===== src/rtl/gpioemu_pkg.sv =====
// Shared definitions for the gpioemu multiplier: default operand width,
// multiplier FSM states and the gpioemu register-file offsets.
package gpioemu_pkg;

    localparam int unsigned GPIOEMU_WIDTH = 24;

    typedef enum logic [1:0] {
        ST_IDLE = 2'd0,
        ST_RUN  = 2'd1,
        ST_DONE = 2'd2
    } mult_state_e;

    localparam logic [11:0] REG_A1  = 12'h430;
    localparam logic [11:0] REG_A2  = 12'h438;
    localparam logic [11:0] REG_W   = 12'h440;
    localparam logic [11:0] REG_L   = 12'h448;
    localparam logic [11:0] REG_B   = 12'h450;
    localparam logic [11:0] REG_CNT = 12'h458;

endpackage


===== src/rtl/gpioemu_mult.sv =====
// Iterative shift-add unsigned multiplier, WIDTH cycles per product.
// Macro GPIOEMU_MULT_OPCNT_EN builds the 32-bit completed-operation counter.
module gpioemu_mult
    import gpioemu_pkg::*;
#(
    parameter int unsigned WIDTH = GPIOEMU_WIDTH
) (
    input  logic                 clk,
    input  logic                 reset,
    input  logic                 start,
    input  logic [WIDTH-1:0]     a,
    input  logic [WIDTH-1:0]     b,
    output logic                 busy,
    output logic                 done,
    output logic [2*WIDTH-1:0]   product,
    output logic [31:0]          op_count
);

    localparam int unsigned CNT_W = $clog2(WIDTH + 1);
    localparam logic [CNT_W-1:0] LAST_BIT = CNT_W'(WIDTH - 1);

    mult_state_e          state_q, state_d;
    logic [WIDTH-1:0]     mcand_q, mcand_d;
    logic [WIDTH-1:0]     mplier_q, mplier_d;
    logic [2*WIDTH-1:0]   acc_q, acc_d;
    logic [2*WIDTH-1:0]   product_q, product_d;
    logic [CNT_W-1:0]     bit_cnt_q, bit_cnt_d;
    logic                 busy_q, busy_d;
    logic                 done_q, done_d;
    logic [2*WIDTH-1:0]   addend;

    assign addend = {{WIDTH{1'b0}}, mcand_q} << bit_cnt_q;

    always_comb begin
        // NOTE: every signal assigned here gets a default first, so no path
        // through the case leaves one unassigned and no latch is inferred.
        state_d   = state_q;
        mcand_d   = mcand_q;
        mplier_d  = mplier_q;
        acc_d     = acc_q;
        product_d = product_q;
        bit_cnt_d = bit_cnt_q;
        done_d    = 1'b0;
        // busy trails the RUN state by one cycle so it drops in the done cycle
        busy_d    = (state_q == ST_RUN);

        case (state_q)
            ST_IDLE: begin
                if (start) begin
                    mcand_d   = a;
                    mplier_d  = b;
                    acc_d     = '0;
                    bit_cnt_d = '0;
                    state_d   = ST_RUN;
                end
            end
            ST_RUN: begin
                if (mplier_q[0]) begin
                    acc_d = acc_q + addend;
                end
                mplier_d  = mplier_q >> 1;
                bit_cnt_d = bit_cnt_q + 1'b1;
                if (bit_cnt_q == LAST_BIT) begin
                    state_d = ST_DONE;
                end
            end
            ST_DONE: begin
                product_d = acc_q;
                done_d    = 1'b1;
                state_d   = ST_IDLE;
            end
            default: state_d = ST_IDLE;
        endcase
    end

    always_ff @(posedge clk) begin
        // NOTE: state updates use non-blocking assignments so every register
        // samples the pre-edge values, independent of statement order.
        if (reset) begin
            state_q   <= ST_IDLE;
            mcand_q   <= '0;
            mplier_q  <= '0;
            acc_q     <= '0;
            product_q <= '0;
            bit_cnt_q <= '0;
            busy_q    <= 1'b0;
            done_q    <= 1'b0;
        end else begin
            state_q   <= state_d;
            mcand_q   <= mcand_d;
            mplier_q  <= mplier_d;
            acc_q     <= acc_d;
            product_q <= product_d;
            bit_cnt_q <= bit_cnt_d;
            busy_q    <= busy_d;
            done_q    <= done_d;
        end
    end

    assign busy    = busy_q;
    assign done    = done_q;
    assign product = product_q;

`ifdef GPIOEMU_MULT_OPCNT_EN
    logic [31:0] op_count_q, op_count_d;

    // Counts in the DONE state so the new value appears alongside done.
    always_comb begin
        op_count_d = op_count_q;
        if (state_q == ST_DONE) begin
            op_count_d = op_count_q + 32'd1;
        end
    end

    always_ff @(posedge clk) begin
        if (reset) begin
            op_count_q <= '0;
        end else begin
            op_count_q <= op_count_d;
        end
    end

    assign op_count = op_count_q;
`else
    assign op_count = 32'd0;
`endif

endmodule


===== config.mk =====
export PLATFORM = sky130hd
export DESIGN_NAME = gpioemu_mult
export DESIGN_NICKNAME = d
export VERILOG_FILES = /design/src/rtl/gpioemu_pkg.sv /design/src/rtl/gpioemu_mult.sv
export SDC_FILE = /design/constraint.sdc
export NUM_CORES = 1
export LEC_CHECK = 0
export ABC_CLOCK_PERIOD_IN_PS = 12400
export CAP_MARGIN = 20
export CORE_MARGIN = 2
export CORE_UTILIZATION = 57
export CTS_BUF_LIST = sky130_fd_sc_hd__clkbuf_4
export DETAILED_ROUTE_END_ITERATION = 12
export PLACE_DENSITY_LB_ADDON = 0.05
export SLEW_MARGIN = 20
export SYNTH_ARGS = -nofsm -noshare
export SYNTH_HDL_FRONTEND = slang
export SYNTH_SLANG_ARGS = --single-unit

===== constraint.sdc =====
create_clock -name clk -period 12.4 [get_ports clk]
set_clock_uncertainty 0.2 [all_clocks]
set_input_delay 1.86 -clock clk [delete_from_list [all_inputs] [get_ports clk]]
set_output_delay 1.86 -clock clk [all_outputs]
set_load 0.005 [all_outputs]

### Word-level counts from Yosys, hierarchy flattened

Cells that the tools add are included.

| storage, ports and cells | value |
|---|---|
| bits in registers | 153 |
| input port bits | 51 |
| output and inout bits | 82 |
| word-level logic and storage cells | 34 |

| cells by class | value |
|---|---|
| add/sub/neg operators | 2 |
| equal/unequal tests | 6 |
| shift-type cells | 1 |
| mux-type cells | 11 |
| reduce and logical (&&, ||, !) cells | 6 |

Operators by type and width:

| cell | count |
|---|---|
| $mux 48 | 2 |
| $pmux 48 s2 | 1 |
| $add 48x48->48 | 1 |
| $pmux 24 s2 | 1 |
| $shl 24x5->48 | 1 |
| $mux 24 | 1 |
| $pmux 5 s2 | 1 |
| $reduce_and 2->1 | 3 |
| $add 5x1->5 const B | 1 |
| $eq 5x5->1 const B | 1 |
| $mux 5 | 1 |
| $mux 2 | 2 |
| $ne 2x2->1 const B | 2 |
| $pmux 2 s2 | 1 |
| $reduce_and 3->1 | 1 |
| $eq 2x1->1 const B | 1 |
| $eq 2x2->1 const B | 1 |
| $logic_not 2->1 | 1 |
| $ne 2x1->1 const B | 1 |
| $reduce_bool 2->1 | 1 |
| $mux 1 | 1 |

### Depth between registers and ports, before layout

Gate-level depths: netlist (run 1).

| depth | value |
|---|---|
| depth in word-level cells | 4 |
| depth in mapped cells | 22 |
| gate-level depth less buffers | 19 |

### Least setup slack after synthesis (run 1)

Ideal clock, no wire load.

| path | value |
|---|---|
| path kind | flip-flop to flip-flop |
| start point | register bit_cnt_q[1] |
| end point | register acc_q[40] |
| library setup time | 0.117 ns |
| arrival | 3.934 ns |
| data required time | 12.083 ns |
| setup slack | 8.149 ns |
| cell stages (with the launch flop) | 21 |
| path buffers | 3 |
| clock period less this slack | 4.251 ns |
| path through | dfxtp_1 -> clkbuf_1 -> buf_2 -> mux2_2 -> nor2_1 -> a21oi_1 -> mux2i_1 -> mux2_2 -> o22ai_1 -> ha_1 -> clkbuf_1 -> a21oi_1 -> a21o_1 -> nor2_1 -> nand2_1 -> o2111ai_4 -> a31oi_4 -> o31ai_4 -> a21boi_2 -> xnor2_1 -> a22o_1 |

| on the way | value |
|---|---|
| longest elaborated chain between the ends | 4 |

Ends and longest elaborated chain:

| what | RTL line | RTL |
|---|---|---|
| from (decl) | gpioemu_mult.sv:27 | `logic [CNT_W-1:0] bit_cnt_q, bit_cnt_d;` |
| from (signal assigned) | gpioemu_mult.sv:94 | `bit_cnt_q <= bit_cnt_d;` |
| $shl 24x5->48 | gpioemu_mult.sv:32 | `assign addend = {{WIDTH{1'b0}}, mcand_q} << bit_cnt_q;` |
| $add 48x48->48 | gpioemu_mult.sv:59 | `acc_d = acc_q + addend;` |
| $mux 48 | gpioemu_mult.sv:58 | `if (mplier_q[0]) begin` |
| $pmux 48 s2 | gpioemu_mult.sv:47 | `case (state_q)` |
| to (signal assigned) | gpioemu_mult.sv:83 | `acc_q <= '0;` |
| to (signal assigned) | gpioemu_mult.sv:92 | `acc_q <= acc_d;` |
| to (decl) | gpioemu_mult.sv:25 | `logic [2*WIDTH-1:0] acc_q, acc_d;` |

No other way between the ends. The select of a mux whose other input is x is not followed.
A chain may end at the register's enable or synchronous reset.

### Worst setup path in the final report (run 1)

| path | value |
|---|---|
| start point | register bit_cnt_q[0] |
| end point | register acc_q[38] |

Same word-level chain as after synthesis.

==> metrics.md, run 1 <==
| Metric | Value |
|---|---|
| Status | `finished, final reports clean` |
| R2R Setup Slk | `7.45 ns` |
| Largest net degree at the start of global routing | `102` |
| Remaining DRCs | `0` |
| First-pass GRT wire length | `40.5 mm` |
| Final setup margin | `7.45 ns` |
| Final cell count without fillers | `1535` |
| Vias in the first global route | `7917` |
| Slew headroom | `26.8%` |
| Min cycle time layout | `4.95 ns` |
| Peak VDD IR | `0.0529 mV` |
| Netlist cell types | `71` |
| Hold path cells | `2` |
| Postcts setup bufs | `0` |
| Area Overhead vs Synth | `11.9%` |
| Post-synthesis simple-gate area fraction | `21.1%` |
| Fin Hold WS | `0.261 ns` |
| Main combinational cell family by area after synthesis | `compound AO/OA/AOI/OAI gates` |
| Synth Cell Area | `9670 µm²` |
| Critical path class | `reg -> reg` |
| Power Density | `86.9 nW/µm²` |
| Via count | `8813` |
| DRT antenna net count | `0` |
| Clock-pin transition on the worst setup and hold timing paths | `0.14 ns` |
| R2r endpoint | `acc_q[38]` |
| IO buf count | `100` |
| CP Capture Type | `flip-flop` |
| Hold_sp | `product[32]` |
| Post-CTS resize count | `0` |
| Hold Path Sink | `product[32]` |
| Max-cap violations | `0` |
| Die H | `134 µm` |
| Met3 Use GR | `4.57%` |
| Final Hold Viols | `0` |
| Die Footprint | `18000 µm²` |
| Crit path launch type | `flip-flop` |
| IO Count | `133` |
| Ys flop type | `dfxtp_1` |
| 1st-iter DRT viols | `827` |
| LEAKAGE | `0.00425 µW` |
| Placed wire-length estimate | `17.9 mm` |
| Num Clock Sinks | `153` |
| Seq/Total Area, Yosys | `31.7%` |
| Synth Instances | `1261` |
| Max-slew violation count | `0` |
| Post-synth EDFFs | `0` |
| Core Area | `16600 µm²` |
| Post-route setup TNS | `0 ns` |
| Synth Register Bits | `153` |
| GRT met1 Usage | `40.2%` |
| Root Buffer | `clkbuf_4` |
| Adder-Cell Fraction of Synth Area | `6.42%` |
| Final worst path period share | `40.0%` |
| GPL Wtd Cong | `0.933` |
| R2R depth | `17` |
| Starting density of the core | `58.3%` |
| Peak Freq | `202 MHz` |
| Worst hold path type | `reg -> reg` |
| Ys async rst share | `0%` |
| Synth Area in XOR/XNOR | `3.89%` |
| Row count | `47` |
| Vias per cell | `5.74` |
| Final Net Count | `1401` |
| CTS tree | `built` |
| Grt ovf | `0` |
| Dpl ws | `7.50 ns` |
| DP Cell Count | `1502` |
| CTS Hold Bufs | `0` |
| CP Data Required Time | `12.68 ns` |
| WL/cell | `15.9 µm` |
| Die W | `134 µm` |
| Drt pass-1 iters | `7` |
| Clock latency on the worst-skew pair | `0.58 ns` |
| RSZ-0062 raised after global routing | `false` |
| Worst r2r src | `bit_cnt_q[0]` |
| Clk buf depth | `2` |
| Top Usage Layer GRT | `met2` |
| Clock H-tree levels | `4` |
| Share of post-route cells with drive strength above 1 | `6.93%` |
| Initial antenna violation count | `1` |
| Tightest Pin Transition | `1.10 ns` |
| Gr usage total | `27.7%` |
| CTS Buf Count | `17` |
| Synth Warn # | `0` |
| Compound-gate portion of the synthesized area | `22.7%` |
| Post-synthesis mux area share | `7.28%` |
| Crit. Startpoint | `bit_cnt_q[0]` |
| Final setup viols | `0` |
| CP arrival | `5.23 ns` |
| Avg Inst Size Synth | `7.67 µm²` |
| Critical path peak fanout | `26` |
| Met2 GRT Util | `41.5%` |
| Final WL | `24.4 mm` |
logic make-up after synthesis:
family / count (synthesis)
AND/OR/NAND/NOR: 479
flip-flops: 153
adder cells (fa/ha/maj): 49
AO/OA/AOI/OAI: 334
other: 1
buffers and inverters: 141
multiplexers: 61
XOR/XNOR: 43
synthesized netlist by cell type, types with 3 or more instances:
cell type,number,area share (%)
buf_4,32,2.5
nand2b_1,8,0.52
o22ai_1,14,0.91
buf_1,10,0.39
xnor2_1,26,2.4
a211oi_1,5,0.39
mux4_2,6,1.4
and2_1,8,0.52
a31oi_1,13,0.84
nor4_1,24,1.6
and3_1,5,0.32
o31ai_1,3,0.23
nor3_1,9,0.47
dfxtp_1,153,32
nor2_1,154,6.0
a21oi_1,135,7.0
ha_1,48,6.2
nor2b_1,5,0.32
a21o_1,29,2.3
mux2_2,15,1.7
o21bai_1,9,0.70
o21ai_0,38,2.0
inv_1,18,0.70
a22oi_1,26,2.0
o21ai_1,6,0.31
clkbuf_1,70,2.7
a22o_1,19,1.7
mux2i_1,40,4.1
a21oi_2,3,0.27
xor2_1,17,1.5
nand3_1,15,0.78
buf_2,9,0.47
nand2_1,221,8.6
o211ai_1,3,0.23
nand4_1,16,1.0
or3_1,7,0.45
worst max-delay path, cell delays in order (launching register included):
cell,delay (ns)
dfxtp_1,0.60
buf_4,0.37
clkinv_1,0.30
nor2_1,0.16
a21oi_1,0.07
a22oi_1,0.34
mux2i_1,0.22
nand2_1,0.11
o21ai_0,0.22
ha_1,0.44
nand2_1,0.13
or3_1,0.41
a21oi_1,0.22
a2111oi_2,0.10
or2_1,0.31
o31ai_1,0.33
xor2_1,0.11
a22o_1,0.21
placed cells by master, fill, tap and decap left out, types with 18 or more instances in the layout:
cell type and count:
nand2_1 221, nor2_1 154, dfxtp_1 153, a21oi_1 135, clkdlybuf4s50_1 99, ha_1 48
mux2i_1 40, o21ai_0 38, conb_1 32, a21o_1 29, a22oi_1 26, xnor2_1 26
nor4_1 24, a22o_1 19, clkbuf_4 19, inv_1 18
per-layer routing:
metal  part of all wire (%)  wire (µm)
met1                     49      12000
met2                     43      10600
met3                    4.7       1150
met4                    2.7        654
met5                      0          0
cell type report:
type                    instances  area [µm²]
inverters                      19        71.3
multi-input cells             998        6080
clock buffers                  19         143
diodes                          1        2.50
well taps                     220         275
fillers                      1529        5760
flip-flops and latches        153        3060
clock inverters                13        96.3
repair buffers                112        1090
registers in the layout (all words and copies together) (netlist names):
register and flops:
state_q 2, product 48, mcand_q 24, mplier_q 24, bit_cnt_q 5, busy 1, acc_q 48, done 1
power by group:
group / switching, µW / internal, µW / total (µW)
Clock: 194 / 85.1 / 279
Combinational: 87.7 / 56.6 / 144
Sequential: 10.9 / 506 / 517
Total: 292 / 648 / 940
metrics by stage:
step | cell area, µm² | util, % | total power (µW)
after floorplan | 9790 | - | 632
after global placement | 10600 | 63.8 | 668
after detailed placement | 10600 | 63.8 | 670
after CTS | 10800 | 65.2 | 948
after global routing | 10800 | 65.2 | 984
final | 10800 | 65.2 | 940
worst max-delay path by stage:
stage / endpoint / slack [ns] / depth (start not counted)
global route: acc_q[38] / 6.97 / 17
global placement: acc_q[38] / 7.50 / 17
floorplan: acc_q[40] / 8.15 / 20
CTS: acc_q[38] / 7.45 / 17
finish: acc_q[38] / 7.45 / 17
detailed placement: acc_q[38] / 7.50 / 17
Note: power is estimated with default switching activity, not from simulation.
==> run 2: changes to the inputs <==
--- a/config.mk
+++ b/config.mk
@@ -5,7 +5,7 @@
 export SDC_FILE = /design/constraint.sdc
 export NUM_CORES = 1
 export LEC_CHECK = 0
-export ABC_CLOCK_PERIOD_IN_PS = 12400
+export ABC_CLOCK_PERIOD_IN_PS = 4700
 export CAP_MARGIN = 20
 export CORE_MARGIN = 2
 export CORE_UTILIZATION = 57
==> constraint.sdc (replaced) <==
create_clock -name clk -period 4.7 [get_ports clk]
set_clock_uncertainty 0.2 [all_clocks]
set_input_delay 0.705 -clock clk [delete_from_list [all_inputs] [get_ports clk]]
set_output_delay 0.705 -clock clk [all_outputs]
set_load 0.005 [all_outputs]
==> run 2 against run 1 <==
  * Total power grew to 2.8 times the previous value
  * First-iteration DRC count is 0.36% lower
  * Final cell count increased by 1.1%
  * Largest cell class unchanged
  * Clock power grew to 3.0 times the previous value
  * Die area is the same
==> metrics.md, run 2 (same netlist as run 1, synthesis figures left out) <==
| Metric | Value |
|---|---|
| Peak Freq | `223 MHz (+11%)` |
| Grt ovf | `0 (unchanged)` |
| Max-slew violation count | `0 (unchanged)` |
| CP Data Required Time | `5.01 ns (-7.67 ns)` |
| Commonest non-fill, non-tap cell in the layout | `nand2_1` |
| Post-route setup TNS | `0 ns (unchanged)` |
| Top Family by Delay on Critical Path | `compound AO/OA/AOI/OAI gates` |
| First-pass GRT wire length | `40.8 mm (+0.79%)` |
| Final Hold Viols | `0 (unchanged)` |
| Critical path class | `reg -> reg` |
| LEAKAGE | `0.00439 µW (+3.2%)` |
| RSZ-0062 raised after global routing | `false` |
| Peak VDD IR | `0.175 mV (+230%)` |
| Share of post-route cells with drive strength above 1 | `8.41% (+1.5 points)` |
| IO buf count | `100 (unchanged)` |
| Commonest cells after routing, fill and taps aside | `nand2_1 (221), nor2_1 (154), dfxtp_1 (153)` |
| Final worst path period share | `95.3% (+55 points)` |
| Min cycle time layout | `4.48 ns (-0.476 ns)` |
| 1st-iter DRT viols | `824 (-0.36%)` |
| Postcts setup bufs | `0 (unchanged)` |
| Row count | `47 (unchanged)` |
| Die Footprint | `18000 µm² (unchanged)` |
| Clk buf depth | `2 (unchanged)` |
| Largest net degree at the start of global routing | `82 (-20%)` |
| WL/cell | `16.1 µm (+1.4%)` |
| Tightest Pin Transition | `1.08 ns (-0.0167 ns)` |
| Max stage delay on crit path | `0.54 ns (-0.06 ns)` |
| Initial antenna violation count | `1 (unchanged)` |
| Via count | `8949 (+1.5%)` |
| CTS Buf Count | `17 (unchanged)` |
| Num Clock Sinks | `153 (unchanged)` |
| Max-cap violations | `0 (unchanged)` |
| Worst hold path type | `reg -> reg` |
| Slew headroom | `27.9% (+1.1 points)` |
| Final WL | `25.0 mm (+2.5%)` |
| Remaining DRCs | `0 (unchanged)` |
| Critical path peak fanout | `33 (+27%)` |
| CP cell instances | `buf_12 > mux4_2 > mux2i_1 > mux2_2 > nor2_1 > ha_1 > nand3_1 > nor3_1 > o21ai_2 > o2111ai_4 > a31oi_4 > o31ai_4 > a21oi_2 > xnor2_1 > a22o_1` |
| Post-route cell area | `11100 µm² (+2.2%)` |
| Buf/Inv on CP | `1 (-1)` |
| Die W | `134 µm (unchanged)` |
| Post-Place Cell Area | `10700 µm² (+1.5%)` |
| R2R depth | `15 (-2)` |
| Vias per cell | `5.77 (+0.43%)` |
| Starting density of the core | `58.3% (unchanged)` |
| CTS tree | `built` |
| Final setup viols | `0 (unchanged)` |
| Core Area | `16600 µm² (unchanged)` |
| Root Buffer | `clkbuf_4` |
| Power Density | `235 nW/µm² (+170%)` |
| Gr usage total | `27.9% (+0.21 points)` |
| Area Overhead vs Synth | `14.4%` |
| Slowest CP cell | `mux4_2` |
| Vias in the first global route | `7957 (+0.51%)` |
| Drt pass-1 iters | `5 (-2)` |
| Status | `finished, final reports clean` |
| Clock-pin transition on the worst setup and hold timing paths | `0.14 ns (about the same)` |
| Final Net Count | `1418 (+1.2%)` |
| Placed wire-length estimate | `18.4 mm (+2.9%)` |
| Die H | `134 µm (unchanged)` |
| Clock latency on the worst-skew pair | `0.60 ns (+0.02 ns)` |
| GPL Wtd Cong | `0.953 (+2.2%)` |
| Clock H-tree levels | `4 (unchanged)` |
| Crit path launch type | `flip-flop` |
| DRT antenna net count | `0 (unchanged)` |
| Worst path depth | `15 (-2)` |
| IO Count | `133 (unchanged)` |
| CP arrival | `4.79 ns (-0.44 ns)` |
| CP Capture Type | `flip-flop` |
| Hold path cells | `2 (unchanged)` |
[run 2: stage by stage]
stage / util [%] / power [µW] / hold slack [ns] / std cells / worst slack [ns]
finish: 66.7 / 2600 / 0.261 / 1552 / 0.222
detailed placement: 64.7 / 1780 / 0.246 / 1518 / 0.255
CTS: 66.4 / 2610 / 0.264 / 1550 / 0.175
global route: 66.7 / 2710 / 0.275 / 1552 / 0.0112
floorplan: - / 1670 / 0.232 / 1292 / 0.449
global placement: 64.7 / 1780 / 0.241 / 1518 / 0.298
[run 2: what timing repair did]
item	CTS	global route
endpoints found under the setup margin	0	6
gates resized for setup	0	4
hold buffers	0	0
[run 2: worst paths after layout]
path                      end  slack (ns)    startpoint
setup / recovery    acc_q[44]        0.22  bit_cnt_q[0]
hold reg to reg   product[25]        0.26   product[25]
hold / removal    product[25]        0.26   product[25]
setup reg to reg    acc_q[44]        0.22  bit_cnt_q[0]
[run 2: metal layers]
metal  up-vias  wire length, µm  GRT usage, %  part of all wire (%)
met5         -                0             0                     0
met4         0              422          7.60                   1.7
met3        37             1320          4.69                   5.3
met2       304            11000          41.9                    44
met1      4123            12300          41.2                    49
li1       4485                -             -                     -
[run 2: power breakdown]
group / switching (µW) / leakage, µW / internal [µW]
Combinational: 237 / 0.00300 / 160
Sequential: 27.0 / 0.00124 / 1340
Clock: 520 / 0.000147 / 324
Total: 783 / 0.00439 / 1820
[run 2: cell type report]
type | count | area [µm²]
Fill cell | 1519 | 5520
Multi-Input combinational cell | 998 | 6100
Clock buffer | 18 | 135
Tap cell | 220 | 275
Timing Repair Buffer | 129 | 1270
Clock inverter | 14 | 149
Inverter | 19 | 71.3
Antenna cell | 1 | 2.50
Sequential cell | 153 | 3060
[run 2: worst register-to-register path, delay by kind of cell, from the launching register on]
kind / cells / cell delay [ns]
mux: 3 / 1.07
simple gates: 3 / 0.56
buf+inv: 1 / 0.21
flops: 1 / 0.38
xor+xnor: 1 / 0.14
fa+ha+maj: 1 / 0.46
compound gates: 6 / 1.39
==> RTL edit (config.mk and constraints of run 2) <==
Encoding of `mult_state_e`: now one-hot (3 bits for 3 states).
--- a/src/rtl/gpioemu_pkg.sv
+++ b/src/rtl/gpioemu_pkg.sv
@@ -5,8 +5,8 @@
     localparam int unsigned GPIOEMU_WIDTH = 24;
 
-    typedef enum logic [1:0] {
-        ST_IDLE = 2'd0,
-        ST_RUN  = 2'd1,
-        ST_DONE = 2'd2
+    typedef enum logic [2:0] {
+        ST_IDLE = 3'b001,
+        ST_RUN  = 3'b010,
+        ST_DONE = 3'b100
     } mult_state_e;
 
Behaviour: no difference found for any inputs over 10 cycles, from zero or initial values and one cycle with reset high; not proved beyond that.
==> RTL edit against run 2 <==
- hold slack gained 0.58 ps
- wire length up 3.3%
- global-route usage is 0.84 points higher
- synthesized cell count is 1.2% higher
- power up 2.4%
- sequential cell count grew 1
- final area grew 0.27%
- count of clock-buffer cells in the layout rose by 1
- critical path depth rose by 4
- core utilization increased by 0.42 points
- synthesized area decreased by 0.61%
- combinational power decreased by 21%
- worst setup slack worse by 34 ps
==> RTL edit: results (changes against run 2) <==
outcome:
  status: "finished clean"  # unchanged
global_route:
  grt_pass1_vias: 8206  # was 7957
  grt_pass1_wl_mm: 41.4  # was 40.8 mm
  grt.met2_usage: 0.474  # was 0.419
  grt_util_all_layers: 0.287  # was 0.279
  grt_max_degree: 85  # was 82
  met3_usage: 0.0420  # was 0.0469
  antenna_found_initial: 1  # unchanged
  use_met1: 0.386  # was 0.412
logic_synthesis:
  yosys_warnings: 0  # unchanged
  synth.distinct_cells: 64  # was 71
  syn_inst: 1276  # was 1261
  ys_async_sr_fraction: 0  # unchanged
  synth_mux_area_frac: 0.0754  # was 0.0728
  synth-compound-area-share: 0.208  # was 0.227
  synth_fa_ha_area_frac: 0.0646  # was 0.0642
  synth_area_leaders: "dfxtp_1 (32%), nand2_1 (9.6%), a21oi_1 (7.6%)"  # was dfxtp_1 (32%), nand2_1 (8.6%), a21oi_1 (7.0%)
  ys_top_cells_by_count: "nand2_1 (247), dfxtp_1 (154), a21oi_1 (145), nor2_1 (136), clkbuf_1 (68)"  # was nand2_1 (221), nor2_1 (154), dfxtp_1 (153), a21oi_1 (135), clkbuf_1 (70)
  ys_seq_area_frac: 0.321  # was 0.317
  synth_xor_area_frac: 0.0392  # was 0.0389
timing:
  holdWs_ps: 262  # was 261 ps
  max-slew-margin-rel: 0.403  # was 0.279
worst_setup_path:
  cp_slowest_cell: "o21ai_0"  # was mux4_2
  slowest_delay_ps: 410  # was 540 ps
  r2r_setup_slack_ps: 190  # was 220 ps
  arrival_ps: 4780  # was 4790 ps
  timing.rr.end: "acc_q[46]"  # was acc_q[44]
  reg2reg_depth: 19  # was 15
  worst-path-max-fanout: 37  # was 33
  reg2reg_from: "bit_cnt_q[1]"  # was bit_cnt_q[0]
clocking:
  cts_setup_buffers: 0  # unchanged
  clk_latency_ps: 580  # was 600 ps
  clockRootBuffer: "clkbuf_4"  # unchanged
  h-tree-depth: 4  # unchanged
  cts.path.max_buffers: 2  # unchanged
cells_and_area:
  drive_above_1_share: 0.0809  # was 0.0841
  stdcell_count: 1580  # was 1552
  nNetsFinal: 1447  # was 1418
placement:
  pre_cts_ws_ps: 124  # was 255 ps
  dpl.hpwl_mm: 19.1  # was 18.4 mm
  place_area_mm2: 0.0107  # about the same
  numPlacedInstances: 1548  # was 1518
  gp_congestion: 0.977  # was 0.953
hold_path:
  worstHoldEndpoint: "product[19]"  # was product[25]
  min_from: "product[19]"  # was product[25]
route:
  wl_met3_mm: 1.25  # was 1.32 mm
  avgViaCountPerCell: 5.74  # was 5.77
  dr_wl_met2_mm: 12.2  # was 11.0 mm
  drt_iter0_drc: 692  # was 824
  drt-pass1-iter-count: 6  # was 5
  wl_mm: 25.9  # was 25.0 mm
  wl_met1_mm: 11.8  # was 12.3 mm
pwr:
  vdd_drop_max_mv: 0.212  # was 0.175 mV
  leakagePower_nw: 4.43  # was 4.39 nW
[RTL edit: cell count changes after synthesis, sizes merged, moves of 6 or more]
cell,change
nor2,-18
a21oi,+10
o21ai,+18
inv,-6
a22o,-16
nor3,+6
a22oi,-24
nand2,+26
nand4,-7
nand3,+16
[RTL edit: worst max-delay path, delay by kind of cell (launching register included)]
kind                       cells  cell delay [ps]
AOI/OAI and AO/OA             12             2380
xor gates and xnor gates       1              160
adders and majority gates      1              370
buffers and inverters          2              340
DFF                            1              380
muxes                          1              370
and+or+nand+nor                2              180
[RTL edit: where the power goes]
part / internal [mW] / leakage, nW / total (mW) / switching, mW
clock: 0.484 / 0.178 / 0.980 / 0.496
sequential: 1.34 / 1.25 / 1.37 / 0.0285
combinational: 0.127 / 3.00 / 0.314 / 0.186
total: 1.95 / 4.43 / 2.66 / 0.710
[RTL edit: final cells by class]
| type | instances | area, µm² |
|---|---|---|
| Fill cell | 1488 | 5430 |
| Antenna cell | 1 | 2.50 |
| Inverter | 13 | 48.8 |
| Clock inverter | 12 | 196 |
| Sequential cell | 154 | 3080 |
| Multi-Input combinational cell | 1024 | 6050 |
| Clock buffer | 19 | 143 |
| Timing Repair Buffer | 137 | 1290 |
| Tap cell | 220 | 275 |
[RTL edit: worst max path at each step]
stage               slack [ps]          from   endpoint  depth (start not counted)
floorplan                  410  bit_cnt_q[0]  acc_q[43]                         18
global placement            80  bit_cnt_q[0]  acc_q[46]                         16
detailed placement         120  bit_cnt_q[0]  acc_q[46]                         16
CTS                         90  bit_cnt_q[0]  acc_q[46]                         16
global route                 9  bit_cnt_q[0]  acc_q[40]                         16
finish                     190  bit_cnt_q[1]  acc_q[46]                         19
